--- src/rtl/rf_wb_arbiter_if.sv ---
// Write-back bus between the two register-file producers, the arbiter and the decode bypass.
// master = producer/decode side, slave = the arbiter.
interface rf_wb_arbiter_if #(
  parameter int DATA_W = 32,
  parameter int REG_W  = 5,
  parameter int CNT_W  = 16
);
  logic              aluValid;
  logic [REG_W-1:0]  aluReg;
  logic [DATA_W-1:0] aluData;
  logic              aluReady;
  logic              memValid;
  logic [REG_W-1:0]  memReg;
  logic [DATA_W-1:0] memData;
  logic              memReady;
  logic              regWr;
  logic [REG_W-1:0]  wrReg;
  logic [DATA_W-1:0] wrData;
  logic [REG_W-1:0]  rdReg1;
  logic [REG_W-1:0]  rdReg2;
  logic              fwd1;
  logic              fwd2;
  logic [DATA_W-1:0] fwdData1;
  logic [DATA_W-1:0] fwdData2;
  logic [CNT_W-1:0]  conflictCnt;

  modport master (
    output aluValid, aluReg, aluData, memValid, memReg, memData, rdReg1, rdReg2,
    input  aluReady, memReady, regWr, wrReg, wrData, fwd1, fwd2, fwdData1, fwdData2,
           conflictCnt
  );

  modport slave (
    input  aluValid, aluReg, aluData, memValid, memReg, memData, rdReg1, rdReg2,
    output aluReady, memReady, regWr, wrReg, wrData, fwd1, fwd2, fwdData1, fwdData2,
           conflictCnt
  );
endinterface

--- src/rtl/rf_wb_arbiter.sv ---
// Round-robin arbiter for the register file's single write port (ALU vs load return),
// with a registered write stage, a decode bypass and a saturating conflict counter.
module rf_wb_arbiter #(
  parameter int DATA_W = 32,
  parameter int REG_W  = 5,
  parameter int CNT_W  = 16
) (
  input logic           iClk,
  input logic           iRst,
  rf_wb_arbiter_if.slave bus
);

  typedef enum logic {
    IDLE  = 1'b0,
    WRITE = 1'b1
  } stateT;

  stateT             state;
  logic              lastGrant;   // 0 = ALU, 1 = MEM
  logic [REG_W-1:0]  wrReg;
  logic [DATA_W-1:0] wrData;
  logic [CNT_W-1:0]  conflictCnt;

  logic              aluGrant;
  logic              memGrant;
  logic              accept;
  logic              conflict;
  logic [REG_W-1:0]  winReg;
  logic [DATA_W-1:0] winData;
  logic              regWr;

  assign conflict = bus.aluValid && bus.memValid;

  always_comb begin
    // NOTE: every output of this block gets a default first, so no path can infer a latch.
    aluGrant = 1'b0;
    memGrant = 1'b0;
    if (conflict) begin
      aluGrant = lastGrant;
      memGrant = !lastGrant;
    end else begin
      aluGrant = bus.aluValid;
      memGrant = bus.memValid;
    end
  end

  assign accept  = aluGrant || memGrant;
  assign winReg  = memGrant ? bus.memReg  : bus.aluReg;
  assign winData = memGrant ? bus.memData : bus.aluData;

  // NOTE: state is written only with non-blocking assignments so every reader sees pre-edge values.
  always_ff @(posedge iClk) begin
    if (iRst) begin
      state       <= IDLE;
      lastGrant   <= 1'b1;
      wrReg       <= '0;
      wrData      <= '0;
      conflictCnt <= '0;
    end else begin
      if (accept) begin
        state     <= WRITE;
        wrReg     <= winReg;
        wrData    <= winData;
        lastGrant <= memGrant;
      end else begin
        state     <= IDLE;
      end
      if (conflict && (conflictCnt != {CNT_W{1'b1}})) begin
        conflictCnt <= conflictCnt + 1'b1;
      end
    end
  end

  // A reg-0 write still occupies the WRITE slot but never strobes the array.
  assign regWr = (state == WRITE) && (wrReg != '0);

  assign bus.aluReady    = aluGrant;
  assign bus.memReady    = memGrant;
  assign bus.regWr       = regWr;
  assign bus.wrReg       = wrReg;
  assign bus.wrData      = wrData;
  assign bus.conflictCnt = conflictCnt;

  assign bus.fwd1     = regWr && (wrReg == bus.rdReg1);
  assign bus.fwd2     = regWr && (wrReg == bus.rdReg2);
  assign bus.fwdData1 = bus.fwd1 ? wrData : '0;
  assign bus.fwdData2 = bus.fwd2 ? wrData : '0;

endmodule

--- src/flat_wrapper.sv ---
// flat-port wrapper written by rule: the top's interface ports become plain ports
module rf_wb_arbiter_flat 
#(
  parameter int DATA_W = 32,
  parameter int REG_W  = 5,
  parameter int CNT_W  = 16
)
  (iClk, iRst, bus_aluValid, bus_aluReg, bus_aluData, bus_memValid, bus_memReg, bus_memData, bus_rdReg1, bus_rdReg2, bus_aluReady, bus_memReady, bus_regWr, bus_wrReg, bus_wrData, bus_fwd1, bus_fwd2, bus_fwdData1, bus_fwdData2, bus_conflictCnt);
  rf_wb_arbiter_if #(.DATA_W(DATA_W), .REG_W(REG_W), .CNT_W(CNT_W)) bus_i ();
  input logic iClk;
  input logic iRst;
  input wire logic [$bits(bus_i.aluValid)-1:0] bus_aluValid;
  input wire logic [$bits(bus_i.aluReg)-1:0] bus_aluReg;
  input wire logic [$bits(bus_i.aluData)-1:0] bus_aluData;
  input wire logic [$bits(bus_i.memValid)-1:0] bus_memValid;
  input wire logic [$bits(bus_i.memReg)-1:0] bus_memReg;
  input wire logic [$bits(bus_i.memData)-1:0] bus_memData;
  input wire logic [$bits(bus_i.rdReg1)-1:0] bus_rdReg1;
  input wire logic [$bits(bus_i.rdReg2)-1:0] bus_rdReg2;
  output wire logic [$bits(bus_i.aluReady)-1:0] bus_aluReady;
  output wire logic [$bits(bus_i.memReady)-1:0] bus_memReady;
  output wire logic [$bits(bus_i.regWr)-1:0] bus_regWr;
  output wire logic [$bits(bus_i.wrReg)-1:0] bus_wrReg;
  output wire logic [$bits(bus_i.wrData)-1:0] bus_wrData;
  output wire logic [$bits(bus_i.fwd1)-1:0] bus_fwd1;
  output wire logic [$bits(bus_i.fwd2)-1:0] bus_fwd2;
  output wire logic [$bits(bus_i.fwdData1)-1:0] bus_fwdData1;
  output wire logic [$bits(bus_i.fwdData2)-1:0] bus_fwdData2;
  output wire logic [$bits(bus_i.conflictCnt)-1:0] bus_conflictCnt;
  assign bus_i.aluValid = bus_aluValid;
  assign bus_i.aluReg = bus_aluReg;
  assign bus_i.aluData = bus_aluData;
  assign bus_i.memValid = bus_memValid;
  assign bus_i.memReg = bus_memReg;
  assign bus_i.memData = bus_memData;
  assign bus_i.rdReg1 = bus_rdReg1;
  assign bus_i.rdReg2 = bus_rdReg2;
  assign bus_aluReady = bus_i.aluReady;
  assign bus_memReady = bus_i.memReady;
  assign bus_regWr = bus_i.regWr;
  assign bus_wrReg = bus_i.wrReg;
  assign bus_wrData = bus_i.wrData;
  assign bus_fwd1 = bus_i.fwd1;
  assign bus_fwd2 = bus_i.fwd2;
  assign bus_fwdData1 = bus_i.fwdData1;
  assign bus_fwdData2 = bus_i.fwdData2;
  assign bus_conflictCnt = bus_i.conflictCnt;
  rf_wb_arbiter #(.DATA_W(DATA_W), .REG_W(REG_W), .CNT_W(CNT_W)) u_core (.iClk(iClk), .iRst(iRst), .bus(bus_i));
endmodule
--- config.mk ---
export PLATFORM = sky130hd
export DESIGN_NAME = rf_wb_arbiter_flat
export DESIGN_NICKNAME = d
export VERILOG_FILES = /design/src/rtl/rf_wb_arbiter_if.sv /design/src/rtl/rf_wb_arbiter.sv /design/src/flat_wrapper.sv
export SDC_FILE = /design/constraint.sdc
export NUM_CORES = 1
export LEC_CHECK = 0
export CAP_MARGIN = 25
export CORE_MARGIN = 5
export CORE_UTILIZATION = 29
export CTS_CLUSTER_DIAMETER = 150
export DETAILED_ROUTE_END_ITERATION = 6
export MAX_ROUTING_LAYER = met4
export PLACE_DENSITY_LB_ADDON = 0.3
export SYNTH_ARGS = -nofsm -noshare
export SYNTH_HDL_FRONTEND = slang
export SYNTH_SLANG_ARGS = --single-unit
--- constraint.sdc ---
create_clock -name iClk -period 2.1 [get_ports iClk]
set_input_delay 0.525 -clock iClk [delete_from_list [all_inputs] [get_ports iClk]]
set_output_delay 0.525 -clock iClk [all_outputs]
set_load 0.05 [all_outputs]
==> tab_implementation.tex, run 1 <==
\begin{tabular}{lr}
\hline
Metric & Value \\
\hline
\multicolumn{2}{l}{\textbf{Outcome}} \\
Outcome & complete, but fails checks \\
Violated checks & negative setup slack \\
\multicolumn{2}{l}{\textbf{Floorplanning}} \\
Chip Width & 114.1 µm \\
Chip Height & 114.1 µm \\
Top-level port count & 210 \\
Core Footprint & 10750 µm² \\
Starting utilization of the core area & 29.24\% \\
Overall die area & 13020 µm² \\
Standard-cell rows & 38 \\
\multicolumn{2}{l}{\textbf{Power}} \\
Internal Pwr Total & 0.001750 W \\
Fraction of power spent switching nets & 32.75\% \\
Switching power & 0.0008521 W \\
P\_leak & 2.724 nW \\
Maximum vdd drop & 272.8 µV \\
Part of the power in the clock network & 23.3\% \\
Part of the power in combinational logic & 31.9\% \\
Sequential fraction of design power & 44.8\% \\
Power per Cell Area & 408.5 nW/µm² \\
\multicolumn{2}{l}{\textbf{Yosys}} \\
Post-Synthesis Mean Instance Area & 8.976 µm² \\
Share of the synthesized area in the top cell type & 35.05\% \\
Async SR Flop Fraction & 0\% \\
Synth Cell Area & 3142 µm² \\
Syn\_nets & 439 \\
Number of synthesized flops with an enable pin & 0 \\
Number of cells produced by synthesis & 350 \\
Synthesis warning total & 0 \\
Number of distinct library cells after synthesis & 40 \\
Cells taking the most area after synthesis & sky130\_fd\_sc\_hd\_\_dfxtp\_1, sky130\_fd\_sc\_hd\_\_mux2i\_1, sky130\_fd\_sc\_hd\_\_and2\_4 \\
Fraction of the yosys area taken by sequential cells & 35.05\% \\
FF+latch count, synth & 55 \\
Ys flop type & sky130\_fd\_sc\_hd\_\_dfxtp\_1 \\
Post-synth top area cell & sky130\_fd\_sc\_hd\_\_dfxtp\_1 \\
\multicolumn{2}{l}{\textbf{Global routing}} \\
Global-route congestion overflow total & 0 \\
First-pass GRT wire length & 19020 µm \\
Vias in the first global route & 3497 \\
Pin count of the biggest net entering global routing & 39 \\
GRT Overall Usage & 18.80\% \\
Number of antenna violations at the first check in global routing & 0 \\
\multicolumn{2}{l}{\textbf{Detailed routing}} \\
Routed vias/inst & 4.784 \\
Violation count after the first detailed-routing iteration & 95 \\
DRT Wirelength & 12450 µm \\
Post-detailed-route DRC marker count & 0 \\
Routed wirelength normalized by instance count & 17.44 µm \\
Total iterations of the first detailed-routing run & 5 \\
DRT antenna net count & 0 \\
Count of vias placed by the detailed router & 3416 \\
\multicolumn{2}{l}{\textbf{Timing}} \\
Unrepaired setup endpoints after global routing & yes \\
Slew at the pin with the worst max-slew slack & 0.5481 ns \\
Count of final max-slew check failures & 0 \\
Minimum clock period after layout & 2.562 ns \\
Maximum operating frequency & 0.3904 GHz \\
Fin Setup TNS & -29.20 ns \\
Final setup violating endpoints & 67 \\
Final Hold Fails & 0 \\
Post-route clock skew & 0.007627 ns \\
Final Cycle Share & 122.0\% \\
Normalized max-slew margin & 63.40\% \\
Final setup margin & -0.4616 ns \\
\multicolumn{2}{l}{\textbf{Final layout}} \\
Signed area change from the synthesized netlist to the final layout & 102.7\% \\
Ratio of cells with drive above 1 in the final layout & 37.00\% \\
Final-layout fill cell count & 912 \\
Layout Cells excl Fill & 714 \\
Nets & 661 \\
\multicolumn{2}{l}{\textbf{Critical path}} \\
Worst setup startpoint & bus\_rdReg1[2] \\
Reg-to-reg setup timing slack & 0.41 ns \\
Crit-path max FO & 21 \\
Type of element capturing the critical path & output port \\
Critical path arrival & 2.04 ns \\
Startpoint Class & input pin \\
Crit path cell chain & clkdlybuf4s50\_1 -> xor2\_1 -> nor4\_4 -> buf\_6 -> and2\_4 -> buf\_12 \\
Depth of the worst register-to-register path & 6 \\
Setup Crit Path Kind & input pin to output port \\
Startpoint of the worst register-to-register path & u\_core.bus.conflictCnt[0] \\
Crit Reg-Reg Endpoint & u\_core.bus.conflictCnt[15] \\
Endpoint required time on the critical path & 1.57 ns \\
Standard cell with the maximum stage delay on the critical path & sky130\_fd\_sc\_hd\_\_clkdlybuf4s50\_1 \\
Longest individual stage delay on the worst path & 0.42 ns \\
Critical path destination & bus\_fwdData1[14] \\
\multicolumn{2}{l}{\textbf{Placement}} \\
Quantity of I/O buffers inserted on ports & 209 \\
Number of placed cells counting well taps & 701 \\
Detail Placement HPWL & 10150 µm \\
Final estimated routing congestion in global placement & 0.8873 \\
\multicolumn{2}{l}{\textbf{Clock tree}} \\
Hold-fix buffers at CTS & 0 \\
Clk Tree Root Cell & sky130\_fd\_sc\_hd\_\_clkbuf\_8 \\
Clock tree from TritonCTS & yes \\
Count of clock tree sinks & 55 \\
Worst-skew pair later-pin latency & 0.30 ns \\
Clock buffer count from CTS & 5 \\
H-tree depth & 2 \\
Worst-path clk slew & 0.09 ns \\
Largest buffer count on any clock path & 2 \\
\multicolumn{2}{l}{\textbf{Worst hold path}} \\
HP Class & flip-flop to flip-flop \\
Number of instances on the worst hold path & 2 \\
\multicolumn{2}{l}{\textbf{Run}} \\
Max cap viols & 0 \\
\hline
\end{tabular}
==> power groups by stage <==
| stage | logic [W] | registers, W | clock network, W |
|---|---|---|---|
| floorplan | 0.000220 | 0.00139 | 0 |
| CTS | 0.000837 | 0.00117 | 0.000635 |
| detailed placement | 0.000835 | 0.00119 | 0 |
| global placement | 0.000822 | 0.00119 | 0 |
| finish | 0.000831 | 0.00117 | 0.000605 |
| global route | 0.000871 | 0.00118 | 0.000674 |
==> registers in the layout, summed over array words and instances, names as in the netlist <==
signal and flops:
u_core.bus.conflictCnt 16, u_core.bus.wrReg 5, u_core.lastGrant 1, u_core.state 1, u_core.bus.wrData 32
==> area by class of cell <==
type                    instances  area (µm²)  area share [%]
well taps                     140       175.2           2.750
clock buffers                   7       86.33           1.356
flip-flops and latches         55        1120           17.58
clock inverters                 1       5.005         0.07859
inverters                       4       15.01          0.2358
diodes                          1       2.502         0.03929
multi-input cells             270        1964           30.84
repair buffers                236        3000           47.11
==> how the worst min path moves through the flow <==
stage                               startpoint                         end  slack [ns]
finish                    u_core.bus.wrData[3]        u_core.bus.wrData[3]        0.50
global route             u_core.bus.wrData[17]       u_core.bus.wrData[17]        0.52
CTS                      u_core.bus.wrData[17]       u_core.bus.wrData[17]        0.51
detailed placement        u_core.bus.wrData[0]        u_core.bus.wrData[0]        0.49
global placement    u_core.bus.conflictCnt[15]  u_core.bus.conflictCnt[15]        0.48
floorplan                     u_core.lastGrant            u_core.lastGrant        0.48
==> critical path, delay by kind of cell <==
kind,cells,cell delay [ns]
xor gates and xnor gates,1,0.17
buffers and inverters,3,0.80
and+or+nand+nor,2,0.54
==> metal layers <==
metal  GRT usage [%]  vias to the layer above  share of wire (%)
met1           20.78                     1613                 39
met5               -                        -                  0
li1                -                     1659                  -
met2           34.70                      132                 52
met3           3.964                       12                7.4
met4           3.959                        0                1.4
==> layout by cell type, fill, tap and decap left out, types with 7 or more instances in the layout <==
cell,netlist,final
sky130_fd_sc_hd__o31ai_1,7,7
sky130_fd_sc_hd__buf_4,2,47
sky130_fd_sc_hd__a21oi_1,13,13
sky130_fd_sc_hd__nand2_1,44,44
sky130_fd_sc_hd__and2_4,36,65
sky130_fd_sc_hd__mux2i_1,37,37
sky130_fd_sc_hd__dlymetal6s2s_1,0,12
sky130_fd_sc_hd__dfxtp_1,55,50
sky130_fd_sc_hd__dlygate4sd2_1,0,8
sky130_fd_sc_hd__buf_12,0,73
sky130_fd_sc_hd__o21ai_0,41,41
sky130_fd_sc_hd__clkdlybuf4s50_1,0,92
==> cell usage after synthesis (all sizes together) (2+ instances only) <==
| cell | instances |
|---|---|
| and3 | 3 |
| inv | 4 |
| o21ai | 45 |
| nor3 | 2 |
| nand3 | 5 |
| nor4 | 4 |
| or3 | 6 |
| xnor2 | 6 |
| buf | 12 |
| nand2 | 44 |
| nor2 | 3 |
| nand4 | 6 |
| mux2i | 37 |
| a21oi | 13 |
| o31ai | 7 |
| clkbuf | 9 |
| xor2 | 6 |
| and4 | 3 |
| or4 | 7 |
| dfxtp | 55 |
| and2 | 66 |
==> kinds of logic (layout without fill, tap and decap cells) <==
kind of cell	Yosys count	after routing	synth area share, %
AO/OA/AOI/OAI	69	69	12.51
XOR/XNOR	12	12	3.345
adder cells (fa/ha/maj)	1	1	0.3982
buffers and inverters	25	248	5.018
flip-flops	55	55	35.05
multiplexers	37	37	11.79
other	0	1	0
AND/OR/NAND/NOR	151	151	31.90
==> repair_timing <==
| item | CTS | global route |
|---|---|---|
| buffers inserted | 3 | 1 |
| resized for setup | 18 | 14 |
| cloned | 0 | 0 |
| pin swaps | 25 | 1 |
| hold endpoints to repair | 0 | 0 |
| endpoints found under the setup margin | 70 | 79 |
==> through the flow <==
stage	setup WS, ns	instance area [µm²]	power, W	hold WS (ns)	util (%)
floorplan	-0.07274	3218	0.001605	0.4811	-
global placement	-0.5102	6197	0.002012	0.4778	57.67
detailed placement	-0.5450	6197	0.002027	0.4876	57.67
CTS	-0.5067	6324	0.002640	0.5097	58.85
global route	-0.5410	6366	0.002724	0.5235	59.25
finish	-0.4616	6369	0.002602	0.5038	59.27
No activity file was read; power rests on OpenSTA's default activity.
==> run 2, diff against run 1 <==
- CTS_BUF_LIST: unset -> sky130_fd_sc_hd__clkbuf_16
==> tab_implementation.tex, run 2 (same netlist as run 1, synthesis figures left out) <==
\begin{tabular}{lr}
\hline
Metric & Value \\
\hline
\multicolumn{2}{l}{\textbf{Global routing}} \\
GRT Overall Usage & 18.97\% (was 18.80\%) \\
First-pass GRT wire length & 19110 µm (was 19020 µm) \\
Vias in the first global route & 3513 (was 3497) \\
Global-route congestion overflow total & 0 (unchanged) \\
Pin count of the biggest net entering global routing & 39 (unchanged) \\
Number of antenna violations at the first check in global routing & 0 (unchanged) \\
\multicolumn{2}{l}{\textbf{Floorplanning}} \\
Starting utilization of the core area & 29.24\% (unchanged) \\
Chip Height & 114.1 µm (unchanged) \\
Chip Width & 114.1 µm (unchanged) \\
Core Footprint & 10750 µm² (unchanged) \\
Top-level port count & 210 (unchanged) \\
Standard-cell rows & 38 (unchanged) \\
Overall die area & 13020 µm² (unchanged) \\
\multicolumn{2}{l}{\textbf{Placement}} \\
Cell Area, Placed & 6197 µm² (unchanged) \\
Setup Slack @ Placement & -0.5450 ns (unchanged) \\
Final estimated routing congestion in global placement & 0.8873 (unchanged) \\
Quantity of I/O buffers inserted on ports & 209 (unchanged) \\
Detail Placement HPWL & 10150 µm (unchanged) \\
\multicolumn{2}{l}{\textbf{Detailed routing}} \\
Post-detailed-route DRC marker count & 0 (unchanged) \\
Routed wirelength normalized by instance count & 17.84 µm (was 17.44 µm) \\
Violation count after the first detailed-routing iteration & 92 (was 95) \\
Metal1 wirelength & 4970 µm (was 4866 µm) \\
Count of vias placed by the detailed router & 3436 (was 3416) \\
Total iterations of the first detailed-routing run & 4 (was 5) \\
DRT antenna net count & 0 (unchanged) \\
Highest metal layer with signal wires & met4 (unchanged) \\
WL met2 & 6745 µm (was 6488 µm) \\
Met3 WL & 939 µm (was 927 µm) \\
Routed vias/inst & 4.772 (was 4.784) \\
DRT Wirelength & 12850 µm (was 12450 µm) \\
\multicolumn{2}{l}{\textbf{Power}} \\
Maximum vdd drop & 338.4 µV (was 272.8 µV) \\
P\_leak & 2.636 nW (was 2.724 nW) \\
Power per Cell Area & 431.0 nW/µm² (was 408.5 nW/µm²) \\
\multicolumn{2}{l}{\textbf{Clock tree}} \\
Clk Tree Root Cell & sky130\_fd\_sc\_hd\_\_clkbuf\_16 (was sky130\_fd\_sc\_hd\_\_clkbuf\_8) \\
Clock buffer count from CTS & 5 (unchanged) \\
Worst-path clk slew & 0.07 ns (was 0.09 ns) \\
H-tree depth & 2 (unchanged) \\
Worst-skew pair later-pin latency & 0.29 ns (was 0.30 ns) \\
Hold-fix buffers at CTS & 0 (unchanged) \\
Count of clock tree sinks & 55 (unchanged) \\
Largest buffer count on any clock path & 2 (unchanged) \\
Clock tree from TritonCTS & yes (unchanged) \\
\multicolumn{2}{l}{\textbf{Critical path}} \\
Largest delay share family, worst path & buffers and inverters (unchanged) \\
CP Depth & 6 (unchanged) \\
Setup Crit Path Kind & input pin to output port (unchanged) \\
Crit-path max FO & 11 (was 21) \\
Critical path arrival & 2.08 ns (was 2.04 ns) \\
Crit path cell chain & clkdlybuf4s50\_1 -> xor2\_1 -> nor4\_4 -> buf\_6 -> and2\_4 -> buf\_12 (unchanged) \\
Depth of the worst register-to-register path & 6 (unchanged) \\
Endpoint required time on the critical path & 1.57 ns (about the same) \\
WP buf/inv & 3 (unchanged) \\
Startpoint Class & input pin (unchanged) \\
Standard cell with the maximum stage delay on the critical path & sky130\_fd\_sc\_hd\_\_nor4\_4 (was sky130\_fd\_sc\_hd\_\_clkdlybuf4s50\_1) \\
Type of element capturing the critical path & output port (unchanged) \\
Longest individual stage delay on the worst path & 0.45 ns (was 0.42 ns) \\
\multicolumn{2}{l}{\textbf{Timing}} \\
Final Hold Fails & 0 (unchanged) \\
Post-route clock skew & 0.005778 ns (was 0.007627 ns) \\
Count of final max-slew check failures & 0 (unchanged) \\
Normalized max-slew margin & 62.89\% (was 63.40\%) \\
Final Cycle Share & 124.1\% (was 122.0\%) \\
Fin Setup TNS & -30.55 ns (was -29.20 ns) \\
Maximum operating frequency & 0.3837 GHz (was 0.3904 GHz) \\
Slew at the pin with the worst max-slew slack & 0.5558 ns (was 0.5481 ns) \\
Minimum clock period after layout & 2.606 ns (was 2.562 ns) \\
Unrepaired setup endpoints after global routing & yes (unchanged) \\
Final setup margin & -0.5060 ns (was -0.4616 ns) \\
Final setup violating endpoints & 67 (unchanged) \\
\multicolumn{2}{l}{\textbf{Final layout}} \\
Most frequent standard cell in the layout excluding fill and tap cells & sky130\_fd\_sc\_hd\_\_clkdlybuf4s50\_1 (unchanged) \\
Number of flip-flops under the largest register name & 32 (unchanged) \\
Final standard cell area without fillers & 6514 µm² (was 6369 µm²) \\
Register name with the most flops & u\_core.bus.wrData (unchanged) \\
Ratio of cells with drive above 1 in the final layout & 38.17\% (was 37.00\%) \\
Nets & 667 (was 661) \\
Signed area change from the synthesized netlist to the final layout & 107.3\% (was 102.7\%) \\
Commonest non-fill, non-tap cells in the layout & sky130\_fd\_sc\_hd\_\_clkdlybuf4s50\_1, sky130\_fd\_sc\_hd\_\_buf\_12, sky130\_fd\_sc\_hd\_\_and2\_4 (unchanged) \\
Top flop regs & u\_core.bus.wrData (32), u\_core.bus.conflictCnt (16), u\_core.bus.wrReg (5) (unchanged) \\
\multicolumn{2}{l}{\textbf{Outcome}} \\
Outcome & complete, but fails checks (unchanged) \\
Violated checks & negative setup slack (unchanged) \\
\multicolumn{2}{l}{\textbf{Run}} \\
Max cap viols & 0 (unchanged) \\
\multicolumn{2}{l}{\textbf{Worst hold path}} \\
HP Class & flip-flop to flip-flop (unchanged) \\
Number of instances on the worst hold path & 2 (unchanged) \\
\hline
\end{tabular}
run 2: cell types whose count changed in the layout (fill, tap and decap cells not counted), sizes merged:
| cell | previous run | this run |
|---|---|---|
| clkdlybuf4s50 | 92 | 104 |
| dlygate4sd2 | 8 | 7 |
| inv | 4 | 5 |
| buf | 124 | 128 |
| clkinv | 1 | 2 |
| dlymetal6s2s | 12 | 1 |
run 2: layer usage:
layer	global-route usage [%]	vias up
li1	-	1668
met1	20.98	1619
met2	34.82	136
met3	4.440	13
met4	3.721	0
met5	-	-
run 2: where the power goes:
part,internal (W),leakage [nW],switching [W]
clock,0.000432,0.0724,0.000357
sequential,0.00110,0.456,0.0000636
combinational,0.000392,2.11,0.000458
run 2: final timing paths:
check / from / endpoint / slack (ns)
max: bus_rdReg1[2] / bus_fwdData1[14] / -0.51
min: u_core.bus.wrData[28] / u_core.bus.wrData[28] / 0.50
max reg2reg: u_core.bus.conflictCnt[0] / u_core.bus.conflictCnt[15] / 0.41
min reg2reg: u_core.bus.wrData[28] / u_core.bus.wrData[28] / 0.50
run 2: repair_timing:
action                                  CTS  global route
gates resized for setup                  21            11
setup buffers                             4             3
gates cloned                              1             4
endpoints found under the setup margin   69            68
pin swaps                                14             2
run 2: through the flow:
stage,std cells,util (%),hold WS [ns],total power [W]
floorplan,350,-,0.4811,0.001605
global placement,701,57.67,0.4778,0.002012
CTS,714,59.56,0.5030,0.002831
global route,719,60.60,0.5182,0.002940
finish,720,60.62,0.4999,0.002807
detailed placement,701,57.67,0.4876,0.002027
run 2: layout make-up:
cell class / count / area [µm²]
diodes: 1 / 2.502
clock buffers: 5 / 125.1
clock inverters: 3 / 12.51
fillers: 896 / 4232
inverters: 4 / 15.01
multi-input cells: 270 / 1983
flip-flops and latches: 55 / 1120
well taps: 140 / 175.2
repair buffers: 242 / 3080
run 2: tightest hold or removal path, cell delays in order, from the launching register on:
cell and delay (ns):
sky130_fd_sc_hd__dfxtp_1 0.33, sky130_fd_sc_hd__nand2_1 0.05, sky130_fd_sc_hd__o21ai_0 0.06
==> run 3, diff against run 2 <==
- CAP_MARGIN: 25 -> unset
==> results of run 3 <==
The final DEF is identical to that of run 2; final timing and power are the same.
